<file path="src/rtl/rr_arb_16.sv">
// 16-way round-robin arbiter with registered grant/sel/valid outputs.
// Optional tenure limit compiled in by defining RR_ARB_TIMEOUT_EN.
module rr_arb_16 #(
    parameter int unsigned MAX_TENURE = 8
) (
    input  logic        clk,
    input  logic        reset,
    input  logic [15:0] req,
    output logic [15:0] grant,
    output logic [3:0]  sel,
    output logic        valid
);

    typedef enum logic {
        IDLE = 1'b0,
        BUSY = 1'b1
    } state_t;

    state_t      state_q, state_d;
    logic [3:0]  owner_q, owner_d;
    logic [3:0]  last_q, last_d;
    logic [15:0] grant_q, grant_d;
    logic        valid_q, valid_d;

    logic [3:0]  base;
    logic        hit;
    logic [3:0]  win;
    logic        rel;

    // Reject tenure limits outside the 1..255 range at elaboration.
    if (MAX_TENURE < 1 || MAX_TENURE > 255) begin : g_bad_tenure
        $error("rr_arb_16: MAX_TENURE must be 1..255");
    end

`ifdef RR_ARB_TIMEOUT_EN
    logic [7:0] tenure_q, tenure_d;
`endif

    // Round-robin search starting one past base, wrapping 15 -> 0.
    always_comb begin
        logic [3:0] idx;
        hit = 1'b0;
        win = 4'd0;
        idx = 4'd0;
        for (int k = 1; k <= 16; k++) begin
            idx = base + 4'(k);
            if (!hit && req[idx]) begin
                hit = 1'b1;
                win = idx;
            end
        end
    end

    // Next-state, owner bookkeeping and registered output values.
    always_comb begin
        state_d = state_q;
        owner_d = owner_q;
        last_d  = last_q;
        base    = last_q;
        rel     = 1'b0;
`ifdef RR_ARB_TIMEOUT_EN
        tenure_d = tenure_q;
`endif
        if (state_q == BUSY) begin
            base = owner_q;
            rel  = !req[owner_q];
`ifdef RR_ARB_TIMEOUT_EN
            if (tenure_q >= 8'(MAX_TENURE)) begin
                rel = 1'b1;
            end
`endif
        end

        unique case (state_q)
            IDLE: begin
                if (hit) begin
                    state_d = BUSY;
                    owner_d = win;
`ifdef RR_ARB_TIMEOUT_EN
                    tenure_d = 8'd1;
`endif
                end
            end
            BUSY: begin
                if (rel) begin
                    last_d = owner_q;
                    if (hit) begin
                        owner_d = win;
`ifdef RR_ARB_TIMEOUT_EN
                        tenure_d = 8'd1;
`endif
                    end else begin
                        state_d = IDLE;
                    end
                end else begin
`ifdef RR_ARB_TIMEOUT_EN
                    tenure_d = tenure_q + 8'd1;
`endif
                end
            end
            default: begin
                state_d = IDLE;
            end
        endcase

        valid_d = (state_d == BUSY);
        grant_d = valid_d ? (16'd1 << owner_d) : 16'd0;
    end

    // State and output registers; reset clears everything at once.
    always_ff @(posedge clk or posedge reset) begin
        if (reset) begin
            state_q <= IDLE;
            owner_q <= 4'd0;
            last_q  <= 4'd15;
            grant_q <= 16'd0;
            valid_q <= 1'b0;
        end else begin
            state_q <= state_d;
            owner_q <= owner_d;
            last_q  <= last_d;
            grant_q <= grant_d;
            valid_q <= valid_d;
        end
    end

`ifdef RR_ARB_TIMEOUT_EN
    // Counts granted cycles of the current owner.
    always_ff @(posedge clk or posedge reset) begin
        if (reset) begin
            tenure_q <= 8'd0;
        end else begin
            tenure_q <= tenure_d;
        end
    end
`endif

    assign grant = grant_q;
    assign sel   = owner_q;
    assign valid = valid_q;

endmodule

</file>
<file path="config.mk">
export PLATFORM = sky130hd
export DESIGN_NAME = rr_arb_16
export DESIGN_NICKNAME = d
export VERILOG_FILES = /design/src/rtl/rr_arb_16.sv
export SDC_FILE = /design/constraint.sdc
export NUM_CORES = 1
export LEC_CHECK = 0
export CAP_MARGIN = 20
export CORE_ASPECT_RATIO = 1.5
export CORE_MARGIN = 3
export CORE_UTILIZATION = 54
export DETAILED_ROUTE_END_ITERATION = 8
export GPL_ROUTABILITY_DRIVEN = 0
export PLACE_DENSITY = 0.77
export RECOVER_POWER = 50
export SKIP_LAST_GASP = 1
export SYNTH_ARGS = -nofsm -noshare
export SYNTH_HDL_FRONTEND = slang
export SYNTH_SLANG_ARGS = --single-unit
</file>
<file path="constraint.sdc">
create_clock -name clk -period 7.85 [get_ports clk]
set_clock_uncertainty 0.05 [all_clocks]
set_input_delay 0.785 -clock clk [delete_from_list [all_inputs] [get_ports clk]]
set_output_delay 0.785 -clock clk [all_outputs]
set_load 0.03 [all_outputs]
</file>
==> insert_results.sql <==
INSERT INTO impl_metrics (metric_group, metric, value, unit) VALUES
('critical_path', 'criticalPathCategory', 'register to register', ''),
('synthesis', 'synth_edf_count', '0', ''),
('synthesis', 'synth.top_cells.by_count', '33 x sky130_fd_sc_hd__mux2i_1, 30 x sky130_fd_sc_hd__nor2_1, 28 x sky130_fd_sc_hd__mux4_2', ''),
('clock_network', 'clock_tree_from_tritoncts', 'done', ''),
('sta', 'achievable-frequency', '182', 'MHz'),
('synthesis', 'synthTopCellsByArea', 'sky130_fd_sc_hd__mux4_2 18%, sky130_fd_sc_hd__dfrtp_1 15%, sky130_fd_sc_hd__mux2i_1 9.5%, sky130_fd_sc_hd__mux2_2 4.2%, sky130_fd_sc_hd__nor2_1 3.2%', ''),
('hold_path', 'min_delay_worst_type', 'register to register', ''),
('clock_network', 'post-cts-setup-buffers', '0', ''),
('clock_network', 'clock_buffer_count_from_cts', '3', ''),
('synthesis', 'synth_area_leader', 'sky130_fd_sc_hd__mux4_2', ''),
('global_route', 'grt_pass1_vias', '3246', ''),
('global_route', 'grt_start_max_net_pins', '26', ''),
('cells_and_area', 'area_growth_syn_to_layout', '12.8', '%'),
('sta', 'worst_slew_margin_rel', '0.318', ''),
('global_route', 'track_usage', '0.280', ''),
('die', 'initial_util', '0.560', ''),
('critical_path', 'endpoint_kind', 'register', ''),
('cells_and_area', 'filler_cell_count', '519', ''),
('sta', 'tightest_slew', '1000', 'ps'),
('placed_design', 'detailed_place_hpwl', '8040', 'um'),
('sta', 'timing.final.max_slew_violations', '0', ''),
('route', 'total_number_of_vias', '3220', ''),
('cells_and_area', 'final_nets', '409', ''),
('clock_network', 'cts_sinks', '25', ''),
('global_route', 'grt_antenna_before_repair', '0', ''),
('clock_network', 'cts-root-buf', 'sky130_fd_sc_hd__clkbuf_8', ''),
('die', 'die_h', '104', 'um'),
('die', 'fp.dieArea', '7460', 'um2'),
('cells_and_area', 'diodes', '0', ''),
('sta', 'unrepaired_setup_endpoints_after_global_routing', 'false', ''),
('route', 'via_per_inst', '7.06', ''),
('die', 'fp.coreArea', '6220', 'um2'),
('route', 'post_detailed_route_drc_marker_count', '0', ''),
('critical_path', 'timing.critical_path.from_type', 'register', ''),
('job', 'maxCapViolations', '0', ''),
('die', 'rows', '35', ''),
('clock_network', 'cts_resized', '0', ''),
('synthesis', 'mapped_area', '3480', 'um2'),
('synthesis', 'postSynthRegisterBits', '25', ''),
('global_route', 'grt_remaining_overflow', '0', ''),
('clock_network', 'cts_max_path_buffers', '2', ''),
('critical_path', 'required_worst_endpoint', '7990', 'ps'),
('critical_path', 'critical_path.max_fanout', '16', ''),
('global_route', 'grt_pass1_wl', '16700', 'um'),
('sta', 'finalSetupViolCount', '0', ''),
('clock_network', 'htree_num_levels', '1', ''),
('die', 'ios', '39', ''),
('placed_design', 'placement.io_buffers', '38', ''),
('sta', 'hold_viol', '0', ''),
('synthesis', 'synth_cells', '354', ''),
('synthesis', 'synth-async-reset-ratio', '1.00', ''),
('sta', 'min_cycle_time_layout', '5510', 'ps'),
('synthesis', 'netlist-cell-type-count', '80', ''),
('critical_path', 'critical_path_arrival', '5650', 'ps'),
('clock_network', 'cts_hold_buf', '0', ''),
('synthesis', 'syn_nets', '380', ''),
('synthesis', 'synth.yosys.warnings', '0', ''),
('route', 'drc_marker_count_from_the_first_detailed_route_iteration', '363', ''),
('synthesis', 'yosys_most_used_dff', 'sky130_fd_sc_hd__dfrtp_1', ''),
('clock_network', 'worst_setup_hold_path_clk_slew', '70', 'ps'),
('cells_and_area', 'share_of_final_layout_standard_cells_stronger_than_drive_strength_1', '0.207', ''),
('synthesis', 'synth_seq_area_share', '0.181', ''),
('route', 'drtPass1Iterations', '5', ''),
('outcome', 'status', 'complete, no violations', ''),
('sta', 'fin_tns_setup', '0', 'ps'),
('route', 'antenna_violating_nets_post_route', '0', ''),
('route', 'detail_route.wl_per_cell', '22.5', 'um'),
('sta', 'fin_crit_sh', '0.702', ''),
('die', 'die_width', '71.5', 'um'),
('synthesis', 'synth_largest_type_area_fraction', '0.181', ''),
('route', 'finalWirelength', '10300', 'um'),
('synthesis', 'synth_area_per_cell', '9.83', 'um2'),
('synthesis', 'synth_most_common_cell', 'sky130_fd_sc_hd__mux2i_1', ''),
('clock_network', 'worstSkewPairLatency', '270', 'ps');
-- sequential cells by signal, indices dropped and copies added (netlist names) --
name	count
last_q	4
grant	16
sel	4
valid	1
-- placed cells by master, fill, tap and decap left out, types with 3 or more instances in the layout --
cell,instances
sky130_fd_sc_hd__mux2i_1,33
sky130_fd_sc_hd__nor2_1,30
sky130_fd_sc_hd__mux4_2,28
sky130_fd_sc_hd__clkdlybuf4s50_1,27
sky130_fd_sc_hd__nand2_1,21
sky130_fd_sc_hd__dfrtp_1,21
sky130_fd_sc_hd__a21oi_1,14
sky130_fd_sc_hd__mux2_2,13
sky130_fd_sc_hd__nand3_1,13
sky130_fd_sc_hd__inv_1,11
sky130_fd_sc_hd__dlygate4sd3_1,11
sky130_fd_sc_hd__o21ai_0,10
sky130_fd_sc_hd__o22ai_1,9
sky130_fd_sc_hd__ha_1,8
sky130_fd_sc_hd__xnor2_1,7
sky130_fd_sc_hd__and2_1,7
sky130_fd_sc_hd__a211oi_1,6
sky130_fd_sc_hd__nor3_1,6
sky130_fd_sc_hd__mux2i_2,5
sky130_fd_sc_hd__and3_1,5
sky130_fd_sc_hd__a31oi_1,5
sky130_fd_sc_hd__nor2b_1,4
sky130_fd_sc_hd__o31ai_1,4
sky130_fd_sc_hd__o21bai_1,4
sky130_fd_sc_hd__dfstp_2,4
sky130_fd_sc_hd__a21o_1,3
sky130_fd_sc_hd__clkbuf_8,3
-- cells by family after synthesis --
group | share of synthesized area
AO/OA/AOI/OAI | 0.186
buffers and inverters | 0.0406
multiplexers | 0.351
AND/OR/NAND/NOR | 0.174
adder cells (fa/ha/maj) | 0.0288
XOR/XNOR | 0.0385
flip-flops | 0.181
-- final timing paths --
path	from	end	slack [ps]	cells after the start
hold reg to reg	last_q[3]$_DFFE_PP1P_	last_q[3]$_DFFE_PP1P_	460	2
max in group asynchronous	reset	grant[7]$_DFF_PP0_	6100	2
hold / removal	last_q[3]$_DFFE_PP1P_	last_q[3]$_DFFE_PP1P_	460	2
setup / recovery	valid$_DFF_PP0_	grant[0]$_DFF_PP0_	2340	14
min in group asynchronous	reset	grant[6]$_DFF_PP0_	1100	2
setup reg to reg	valid$_DFF_PP0_	grant[0]$_DFF_PP0_	2340	14
-- final cells by class --
type	instances	area [um2]	area share
Sequential cell	25	631	0.161
Clock buffer	4	45.0	0.0115
Tap cell	74	92.6	0.0236
Inverter	15	61.3	0.0156
Timing Repair Buffer	39	388	0.0988
Multi-Input combinational cell	299	2710	0.690
-- worst max-delay path: stages, from the launching register on --
cell and delay, ps:
sky130_fd_sc_hd__dfrtp_1 720, sky130_fd_sc_hd__mux2i_4 820, sky130_fd_sc_hd__ha_1 570, sky130_fd_sc_hd__inv_1 540, sky130_fd_sc_hd__mux4_2 410, sky130_fd_sc_hd__nor3b_1 170
sky130_fd_sc_hd__a311o_1 390, sky130_fd_sc_hd__a21oi_1 170, sky130_fd_sc_hd__o31ai_1 90, sky130_fd_sc_hd__a31oi_1 230, sky130_fd_sc_hd__o22ai_1 140, sky130_fd_sc_hd__o41ai_2 520
sky130_fd_sc_hd__inv_2 120, sky130_fd_sc_hd__or3_1 360, sky130_fd_sc_hd__nor2_1 120
-- per-layer routing --
layer	part of all wire	routed length, um	track usage
met4	0.054	556	0.151
met5	0	0	0
met2	0.50	5170	0.474
met1	0.37	3800	0.345
met3	0.073	752	0.0251
-- per-stage QoR --
stage | instances | hold WS (ps) | util | area, um2 | setup WS, ps
after floorplan | 354 | 421 | - | 3480 | 3290
after global placement | 452 | 438 | 0.624 | 3880 | 2560
after detailed placement | 452 | 448 | 0.624 | 3880 | 2460
after CTS | 456 | 460 | 0.631 | 3930 | 2410
after global routing | 456 | 472 | 0.631 | 3930 | 1970
final | 456 | 459 | 0.631 | 3930 | 2340
Power is left out: the tool's default activity adds up to more than one toggle a clock period on the data nets, which glitch-free logic cannot reach.
